==> config.mk <==
export PLATFORM = sky130hd
export DESIGN_NAME = bist_sequencer
export DESIGN_NICKNAME = d
export VERILOG_FILES = /design/src/rtl/bist_sequencer_pkg.sv /design/src/rtl/bist_comparator.sv /design/src/rtl/bist_sequencer.sv
export SDC_FILE = /design/constraint.sdc
export NUM_CORES = 1
export LEC_CHECK = 0
export BUFFER_PORTS_ARGS = -buffer_cell sky130_fd_sc_hd__buf_2
export CORE_MARGIN = 8
export CORE_UTILIZATION = 54
export CTS_CLUSTER_DIAMETER = 60
export CTS_CLUSTER_SIZE = 16
export DETAILED_ROUTE_END_ITERATION = 6
export HOLD_SLACK_MARGIN = 0.02
export PLACE_DENSITY = 0.85
export SETUP_SLACK_MARGIN = 0.4
export SKIP_LAST_GASP = 1
export SLEW_MARGIN = 10
export SYNTH_ARGS = -nofsm -noshare
export SYNTH_HDL_FRONTEND = slang
export SYNTH_HIERARCHICAL = 1
export SYNTH_SLANG_ARGS = --single-unit
==> constraint.sdc <==
create_clock -name clk -period 6.4 [get_ports clk]
set_input_delay 0 -clock clk [delete_from_list [all_inputs] [get_ports clk]]
set_output_delay 0 -clock clk [all_outputs]
set_load 0.005 [all_outputs]
==> src/rtl/bist_sequencer_pkg.sv <==
// Shared definitions for the SRAM BIST controller: default geometry and FSM states.
package bist_sequencer_pkg;

  localparam int unsigned SRAM_ADDR_WIDTH = 8;
  localparam int unsigned SRAM_DATA_WIDTH = 4;

  typedef enum logic [2:0] {
    ST_IDLE,
    ST_CLR0,
    ST_CLR1,
    ST_RUN,
    ST_DRAIN,
    ST_DONE
  } state_t;

  // States in which the BIST engine owns the SRAM port.
  function automatic logic busy_state(input state_t s);
    return (s == ST_CLR0) || (s == ST_CLR1) || (s == ST_RUN) || (s == ST_DRAIN);
  endfunction

endpackage

==> src/rtl/bist_comparator.sv <==
// One-stage read-compare pipeline with first-fail capture and a saturating fail counter.
module bist_comparator
  import bist_sequencer_pkg::*;
#(
  parameter int unsigned ADDR_WIDTH     = SRAM_ADDR_WIDTH,
  parameter int unsigned DATA_WIDTH     = SRAM_DATA_WIDTH,
  parameter int unsigned FAIL_CNT_WIDTH = 11
) (
  input  logic                      clk,
  input  logic                      rst,
  input  logic                      clear,
  input  logic                      flush,
  input  logic                      rd_issue,
  input  logic [DATA_WIDTH-1:0]     exp,
  input  logic [ADDR_WIDTH-1:0]     addr,
  input  logic [DATA_WIDTH-1:0]     rdata,
  output logic [ADDR_WIDTH-1:0]     fail_addr,
  output logic [DATA_WIDTH-1:0]     fail_data,
  output logic [FAIL_CNT_WIDTH-1:0] fail_cnt
);

  logic                  valid;
  logic [DATA_WIDTH-1:0] exp_q;
  logic [ADDR_WIDTH-1:0] addr_q;
  logic                  first_seen;
  logic                  miss;

  assign miss = valid && (rdata != exp_q);

  // Track the outstanding read, then score its data one cycle later.
  always_ff @(posedge clk or posedge rst) begin
    if (rst) begin
      valid      <= 1'b0;
      exp_q      <= '0;
      addr_q     <= '0;
      first_seen <= 1'b0;
      fail_addr  <= '0;
      fail_data  <= '0;
      fail_cnt   <= '0;
    end else if (flush) begin
      // Abort drops the in-flight compare but keeps accumulated results.
      valid <= 1'b0;
    end else if (clear) begin
      valid      <= 1'b0;
      first_seen <= 1'b0;
      fail_addr  <= '0;
      fail_data  <= '0;
      fail_cnt   <= '0;
    end else begin
      valid  <= rd_issue;
      exp_q  <= exp;
      addr_q <= addr;
      if (miss) begin
        if (fail_cnt != '1) fail_cnt <= fail_cnt + 1'b1;
        if (!first_seen) begin
          first_seen <= 1'b1;
          fail_addr  <= addr_q;
          fail_data  <= rdata;
        end
      end
    end
  end

endmodule

==> src/rtl/bist_sequencer.sv <==
// BIST controller for the shared SRAM: sequences the march counter, muxes the
// SRAM port between functional and BIST use, and reports test results.
module bist_sequencer
  import bist_sequencer_pkg::*;
#(
  parameter int unsigned ADDR_WIDTH     = SRAM_ADDR_WIDTH,
  parameter int unsigned DATA_WIDTH     = SRAM_DATA_WIDTH,
  parameter int unsigned PATTERN_WIDTH  = 1,
  parameter int unsigned FAIL_CNT_WIDTH = 11
) (
  input  logic                      clk,
  input  logic                      rst,
  input  logic                      start,
  input  logic                      abort,
  output logic                      mc_cen,
  output logic                      mc_rst,
  input  logic [ADDR_WIDTH-1:0]     mc_addr,
  input  logic                      mc_we,
  input  logic [PATTERN_WIDTH-1:0]  mc_pattern,
  input  logic                      mc_done,
  input  logic                      fn_cs,
  input  logic                      fn_we,
  input  logic [ADDR_WIDTH-1:0]     fn_addr,
  input  logic [DATA_WIDTH-1:0]     fn_din,
  output logic [DATA_WIDTH-1:0]     fn_dout,
  output logic                      fn_busy,
  output logic                      sram_cs,
  output logic                      sram_we,
  output logic [ADDR_WIDTH-1:0]     sram_addr,
  output logic [DATA_WIDTH-1:0]     sram_din,
  input  logic [DATA_WIDTH-1:0]     sram_dout,
  output logic                      bist_done,
  output logic                      bist_pass,
  output logic [ADDR_WIDTH-1:0]     fail_addr,
  output logic [DATA_WIDTH-1:0]     fail_data,
  output logic [FAIL_CNT_WIDTH-1:0] fail_cnt
);

  state_t                state, next_state;
  logic                  issue;
  logic [DATA_WIDTH-1:0] pat_word;

  assign pat_word = {DATA_WIDTH{mc_pattern[0]}};
  assign fn_dout  = sram_dout;

  // State register.
  always_ff @(posedge clk or posedge rst) begin
    if (rst) state <= ST_IDLE;
    else     state <= next_state;
  end

  // Next-state, counter control and op-issue decode.
  always_comb begin
    next_state = state;
    mc_rst     = 1'b0;
    mc_cen     = 1'b0;
    issue      = 1'b0;
    case (state)
      ST_IDLE, ST_DONE: if (start) next_state = ST_CLR0;
      ST_CLR0: begin
        mc_rst     = 1'b1;
        next_state = ST_CLR1;
      end
      ST_CLR1: next_state = ST_RUN;
      ST_RUN: begin
        mc_cen = 1'b1;
        if (mc_done) next_state = ST_DRAIN;
        else         issue      = 1'b1;
      end
      ST_DRAIN: next_state = ST_DONE;
      default:  next_state = ST_IDLE;
    endcase
    if (abort) next_state = ST_IDLE;
  end

  // SRAM port mux: march engine while busy, functional port otherwise.
  always_comb begin
    sram_cs   = fn_cs;
    sram_we   = fn_we;
    sram_addr = fn_addr;
    sram_din  = fn_din;
    if (busy_state(state)) begin
      sram_cs   = issue;
      sram_we   = issue && mc_we;
      sram_addr = mc_addr;
      sram_din  = pat_word;
    end
  end

  // Registered status flags, loaded from the upcoming state.
  always_ff @(posedge clk or posedge rst) begin
    if (rst) begin
      fn_busy   <= 1'b0;
      bist_done <= 1'b0;
      bist_pass <= 1'b0;
    end else begin
      fn_busy   <= busy_state(next_state);
      bist_done <= (next_state == ST_DONE);
      bist_pass <= (next_state == ST_DONE) && (fail_cnt == '0);
    end
  end

  bist_comparator #(
    .ADDR_WIDTH    (ADDR_WIDTH),
    .DATA_WIDTH    (DATA_WIDTH),
    .FAIL_CNT_WIDTH(FAIL_CNT_WIDTH)
  ) u_cmp (
    .clk      (clk),
    .rst      (rst),
    .clear    ((state == ST_CLR0) && !abort),
    .flush    (abort),
    .rd_issue (issue && !mc_we && !abort),
    .exp      (pat_word),
    .addr     (mc_addr),
    .rdata    (sram_dout),
    .fail_addr(fail_addr),
    .fail_data(fail_data),
    .fail_cnt (fail_cnt)
  );

endmodule
# ---- Yosys cells after proc, flatten, opt, wreduce, memory -nomap -nowiden
# Index checks and enable logic that the tools add are counted.
dict set report totals {
  word_cells 75
  inputBits 33
  reg_bits 40
}
dict set report op_classes {
  reduce_logical 23
  n_eq_ne 13
  n_addsub 1
  bitwise 2
  muxes 25
}
# cell n
set ops {}
lappend ops {{2-to-1 mux 11 bit} 3}
lappend ops {{2-to-1 mux 8 bit} 4}
lappend ops {{2-to-1 mux 4 bit} 4}
lappend ops {{case mux 3 bit (5 select lines)} 1}
lappend ops {{equality test 3 x 2 -> 1 bit (second input constant)} 4}
lappend ops {{equality test 3 bit (second input constant)} 4}
lappend ops {{adder 11 x 1 -> 11 bit (second input constant)} 1}
lappend ops {{logical NOT 11 bit} 1}
lappend ops {{inequality test 11 bit (second input constant)} 1}
lappend ops {{2-to-1 mux 1 bit} 10}
lappend ops {{2-to-1 mux 3 bit} 3}
lappend ops {{equality test 3 x 1 -> 1 bit (second input constant)} 2}
lappend ops {{logical AND 1 bit} 6}
lappend ops {{logical OR 1 bit} 6}
lappend ops {{AND reduction 3 bit} 2}
lappend ops {{inequality test 4 bit} 1}
lappend ops {{AND reduction 2 bit} 2}
lappend ops {{nonzero test 2 bit} 2}
lappend ops {{logical NOT 3 bit} 1}
lappend ops {{logical NOT 1 bit} 2}
lappend ops {{inequality test 2 x 1 -> 1 bit (second input constant)} 1}
lappend ops {{inverter 1 bit} 2}
lappend ops {{OR reduction 2 bit} 1}

# ---- Longest topological paths before layout
dict set report logic_depth {
  word_depth 8
  ltp_mapped 9
  ltp_nobuf 9
}

# ---- Cells and area by module
# The synthesis kept the hierarchy.
# mod seq_area_each_um2 n_inst area_each_um2 cells_per_inst
set by_module_without_submodules {}
lappend by_module_without_submodules {bist_comparator 925.9 1 1767.9 154}
lappend by_module_without_submodules {bist_sequencer 150.1 1 515.5 74}

# ---- Worst setup path before layout
# No wires, ideal clock.
dict set report synth_path {
  kind {register -> register}
  start {reg state[1]}
  end {reg u_cmp.fail_cnt[3]}
  arrival_ps 2112
  setup_time_ps 64
  path_stages_with_launch 9
  path_buffers 0
  period_less_slack_ps 2176
  t_required_ps 6336
  path_slack_ps 4224
  path_cell_list {dfrtp_1 > and3_1 > or4_4 > nor2_1 > nand3b_1 > o31ai_4 > or4_1 > a21oi_1 > a21o_1}
}
dict set report synth_via {
  elab_chain_len 4
  word_cells_on_any_way 6
  classes_between {1 x eq/ne; 1 x mux; 4 x reduce/logical}
}
# item line_no
set synth_lines {}
lappend synth_lines {{from (decl)} bist_sequencer.sv:39} ;# state_t state, next_state;
lappend synth_lines {{from (signal assigned)} bist_sequencer.sv:49} ;# else state <= next_state;
lappend synth_lines {{equality test 3 x 1 -> 1 bit *} bist_sequencer.sv:110} ;# .clear ((state == ST_CLR0) && !abort),
lappend synth_lines {{logical AND 1 bit *} bist_sequencer.sv:110}
lappend synth_lines {{nonzero test 2 bit (no line)} --}
lappend synth_lines {{AND reduction 3 bit (no line)} --}
lappend synth_lines {{to (signal assigned)} bist_comparator.sv:54} ;# if (fail_cnt != '1) fail_cnt <= fail_cnt + 1'b1;
lappend synth_lines {{to (decl)} bist_comparator.sv:19} ;# output logic [FAIL_CNT_WIDTH-1:0] fail_cnt
# Every way passes the cells marked *; elsewhere a longest branch is shown, timed or not.
# A chain may end at the register's enable or synchronous reset.

# ---- Worst setup path after layout
dict set report layout_path {
  start {reg state[2]}
  end {reg u_cmp/exp_q[1] (netlist name)}
}
dict set report layout_via {
  elab_chain_len 4
}
# item line_no
set layout_lines {}
lappend layout_lines {{equality test 3 x 1 -> 1 bit} bist_sequencer.sv:110}
lappend layout_lines {{logical AND 1 bit} bist_sequencer.sv:110}
lappend layout_lines {{inverter 1 bit (no line)} --}
lappend layout_lines {{AND reduction 2 bit (no line)} --}
# Every way passes these cells.

==> key figures <==
Finish
  – Syn-to-layout area delta: 30.03%
  – Fillers: 288
  – N_diodes: 0
  – Fraction of layout cells with a size suffix above 1: 31.87%
  – Nets: 353
  – Most common cell after layout, fill and taps aside: buf_2
  – Most frequent cells in the layout: buf_2 (78), nand2_1 (47), dfrtp_1 (43), dlygate4sd3_1 (15), a22o_1 (11)

Power
  – Net Sw Power: 235.3 uW
  – Pwr/cell area: 264.1 nW/um^2
  – Peak VDD IR: 0.0001834 V
  – Sw frac: 30.01%
  – Post-route total power: 784.2 uW
  – Sequential share of power: 43.0%
  – Logic pwr share: 25.0%
  – Pint: 548.9 uW
  – Leak: 1.488 nW
  – Clock share of power: 32.0%

Logic synthesis
  – FF+latch count, synth: 43
  – Mapped Nets: 262
  – Post-synth top flop: dfrtp_1
  – Synth async-reset ratio: 100.0%
  – Synth unique cells: 51
  – Sequential fraction of the synthesis area: 47.12%
  – Syn_area_per_cell: 10.02 sq um
  – Mapped cell area: 2283 sq um
  – EDFF count, synth: 0
  – Cell count after synthesis: 228
  – Syn. warnings: 6

Clock tree
  – Postcts setup bufs: 0
  – # hold bufs at CTS: 15
  – Post_cts resized: 0
  – Clock-pin slew on the worst setup and hold paths: 90 ps
  – CTS Sinks: 43
  – Max Root-Sink Buffers: 2
  – Clk Tree Root Cell: clkbuf_8
  – CTS buffer count: 5
  – Htree depth: 2
  – TritonCTS clock tree: yes
  – Skew-Pair Late Insertion Delay: 300 ps

STA
  – Setup TNS: 0 ps
  – Fin crit share: 41.67%
  – Skew final: 11.51 ps
  – Fin. max-slew vios: 0
  – Minimum clock period: 2667 ps
  – RSZ-0062 raised after global routing: no
  – Max frequency: 375.0 MHz
  – Hold Fails Final Rpt: 0
  – Least-Margin Pin Slew: 1088 ps
  – Endpoints failing setup: 0
  – Relative slew margins: 26.96%

Setup path
  – Crit path max-delay family: simple AND/OR/NAND/NOR gates
  – CP bufs+invs: 2
  – Arrival @ worst endpoint: 2860 ps
  – Setup crit start kind: register
  – Critical path type: register to register
  – Crit path cell chain: inv_1 -> mux2i_1 -> o31ai_1 -> nor2_1 -> buf_4 -> nor2_1 -> mux2_2
  – Top cell by count, worst path: nor2_1
  – CP max FO: 21
  – Critical path's slowest cell: nor2_1
  – Worst Path Required: 6590 ps
  – CP endpoint kind: register
  – Critical Path Max Stage Delay: 830 ps

Route
  – Total iterations of the first detailed-routing run: 4
  – WL final: 6090 um
  – Vias: 2099
  – Detailed Route Iter0 Violations: 209
  – Wire per inst: 16.46 um
  – DRC: 0
  – Drt via density: 5.673
  – Antenna Violating Nets Remaining: 0

Placement
  – Post-DP HPWL: 4226 um
  – Buffers on Ports: 78
  – GPL Wtd Cong: 0.8361

Floorplanning
  – Chip Width: 81.03 um
  – Die height: 81.03 um
  – Core Rows: 23
  – Starting density of the core: 56.68%
  – Die area: 6565 sq um
  – Io pins: 79
  – Core ar.: 4029 sq um

GRT
  – GRT Overall Usage: 19.05%
  – Remaining Overflow, GRT: 0
  – Vias in the first global route: 2162
  – Antenna violations before repair: 0
  – First-pass GRT wire length: 9873 um
  – Largest net degree at the start of global routing: 38

Run status
  – Status: finished clean

Flow run
  – Max Cap Viol: 0

Hold path
  – Worst min path class: input pin to register
[flip-flops by register name, summed over array words and instances, names as in the netlist]
signal	cells
u_cmp/exp_q	4
bist_pass	1
bist_done	1
u_cmp/addr_q	8
u_cmp/fail_addr	8
u_cmp/fail_data	4
u_cmp/fail_cnt	11
state	3
u_cmp/first_seen	1
u_cmp/valid	1
fn_busy	1
[path summary, 6_finish.rpt]
kind | endpoint | slack (ps) | cells after the start | from
min | bist_done | 30 | 3 | start
min in group asynchronous | bist_done | 170 | 3 | rst
max reg2reg | u_cmp/exp_q[1] | 3730 | 7 | state[2]
min reg2reg | u_cmp/addr_q[7] | 490 | 1 | u_cmp/addr_q[7]
max | u_cmp/exp_q[1] | 3730 | 7 | state[2]
max in group asynchronous | u_cmp/fail_cnt[9] | 5710 | 4 | rst
[power by group through the flow]
stage                     clock network (mW)  registers (mW)  logic (mW)
after floorplan                            0           0.335       0.115
after global placement                     0           0.339       0.179
after detailed placement                   0           0.341       0.188
after CTS                              0.256           0.336       0.197
after global routing                   0.269           0.342       0.218
final                                  0.251           0.337       0.196
[metal layers]
| layer | global-route usage (%) | routed length (um) |
|---|---|---|
| met1 | 22.27 | 2490 |
| met2 | 32.24 | 3011 |
| met3 | 5.519 | 456 |
| met4 | 7.500 | 132 |
| met5 | 0 | 0 |
[layout make-up]
| type | count | area (sq um) | share of cell area, % |
|---|---|---|---|
| Timing Repair Buffer | 95 | 555.5 | 18.71 |
| Multi-Input combinational cell | 165 | 1105 | 37.21 |
| Clock inverter | 3 | 67.56 | 2.276 |
| Sequential cell | 43 | 1076 | 36.24 |
| Tap cell | 50 | 62.56 | 2.107 |
| Clock buffer | 5 | 68.82 | 2.318 |
| Inverter | 9 | 33.78 | 1.138 |
[metrics by stage]
step	setup slack (ps)	hold slack, ps	utilization (%)	instance area (sq um)	std cells
6_report	3733	30.22	73.70	2969	370
4_1_cts	3738	26.64	73.70	2969	370
3_5_place_dp	3799	-74.04	66.58	2683	347
3_3_place_gp	3897	-75.52	66.58	2683	347
2_1_floorplan	4224	-209.0	-	2283	228
5_1_grt	3530	41.16	73.70	2969	370
[kinds of logic (layout without fill, tap and decap cells)]
group / Yosys count / after routing / share of synthesized area [%]
AND/OR/NAND/NOR: 94 / 94 / 20.44
AO/OA/AOI/OAI: 46 / 46 / 16.60
flip-flops: 43 / 43 / 47.12
buffers and inverters: 20 / 112 / 4.493
multiplexers: 17 / 17 / 8.110
XOR/XNOR: 7 / 7 / 2.685
adder cells (fa/ha/maj): 1 / 1 / 0.5479
[cell usage after synthesis (3+ instances only)]
cell type	n	area share (%)
a21o_1	3	0.99
a21oi_1	5	1.1
a22o_1	11	4.2
and3_1	4	1.1
buf_2	4	0.88
buf_4	4	1.3
dfrtp_1	43	47
inv_1	9	1.5
mux2_1	8	3.9
mux2_2	4	2.0
mux2i_1	5	2.2
nand2_1	47	7.7
nand3_1	3	0.66
nand4_1	4	1.1
nor2_1	6	0.99
nor2_2	3	0.82
nor2b_1	4	1.1
nor3_1	5	1.1
nor4_1	5	1.4
o21ai_1	10	2.2
xor2_1	5	1.9
[worst register-to-register path, cell delays in order (launching register included)]
cell     delay (ps)
dfrtp_1         460
inv_1           120
mux2i_1         100
o31ai_1         320
nor2_1           80
buf_4           220
nor2_1          830
mux2_2          430
No activity file was read; power rests on OpenSTA's default activity.
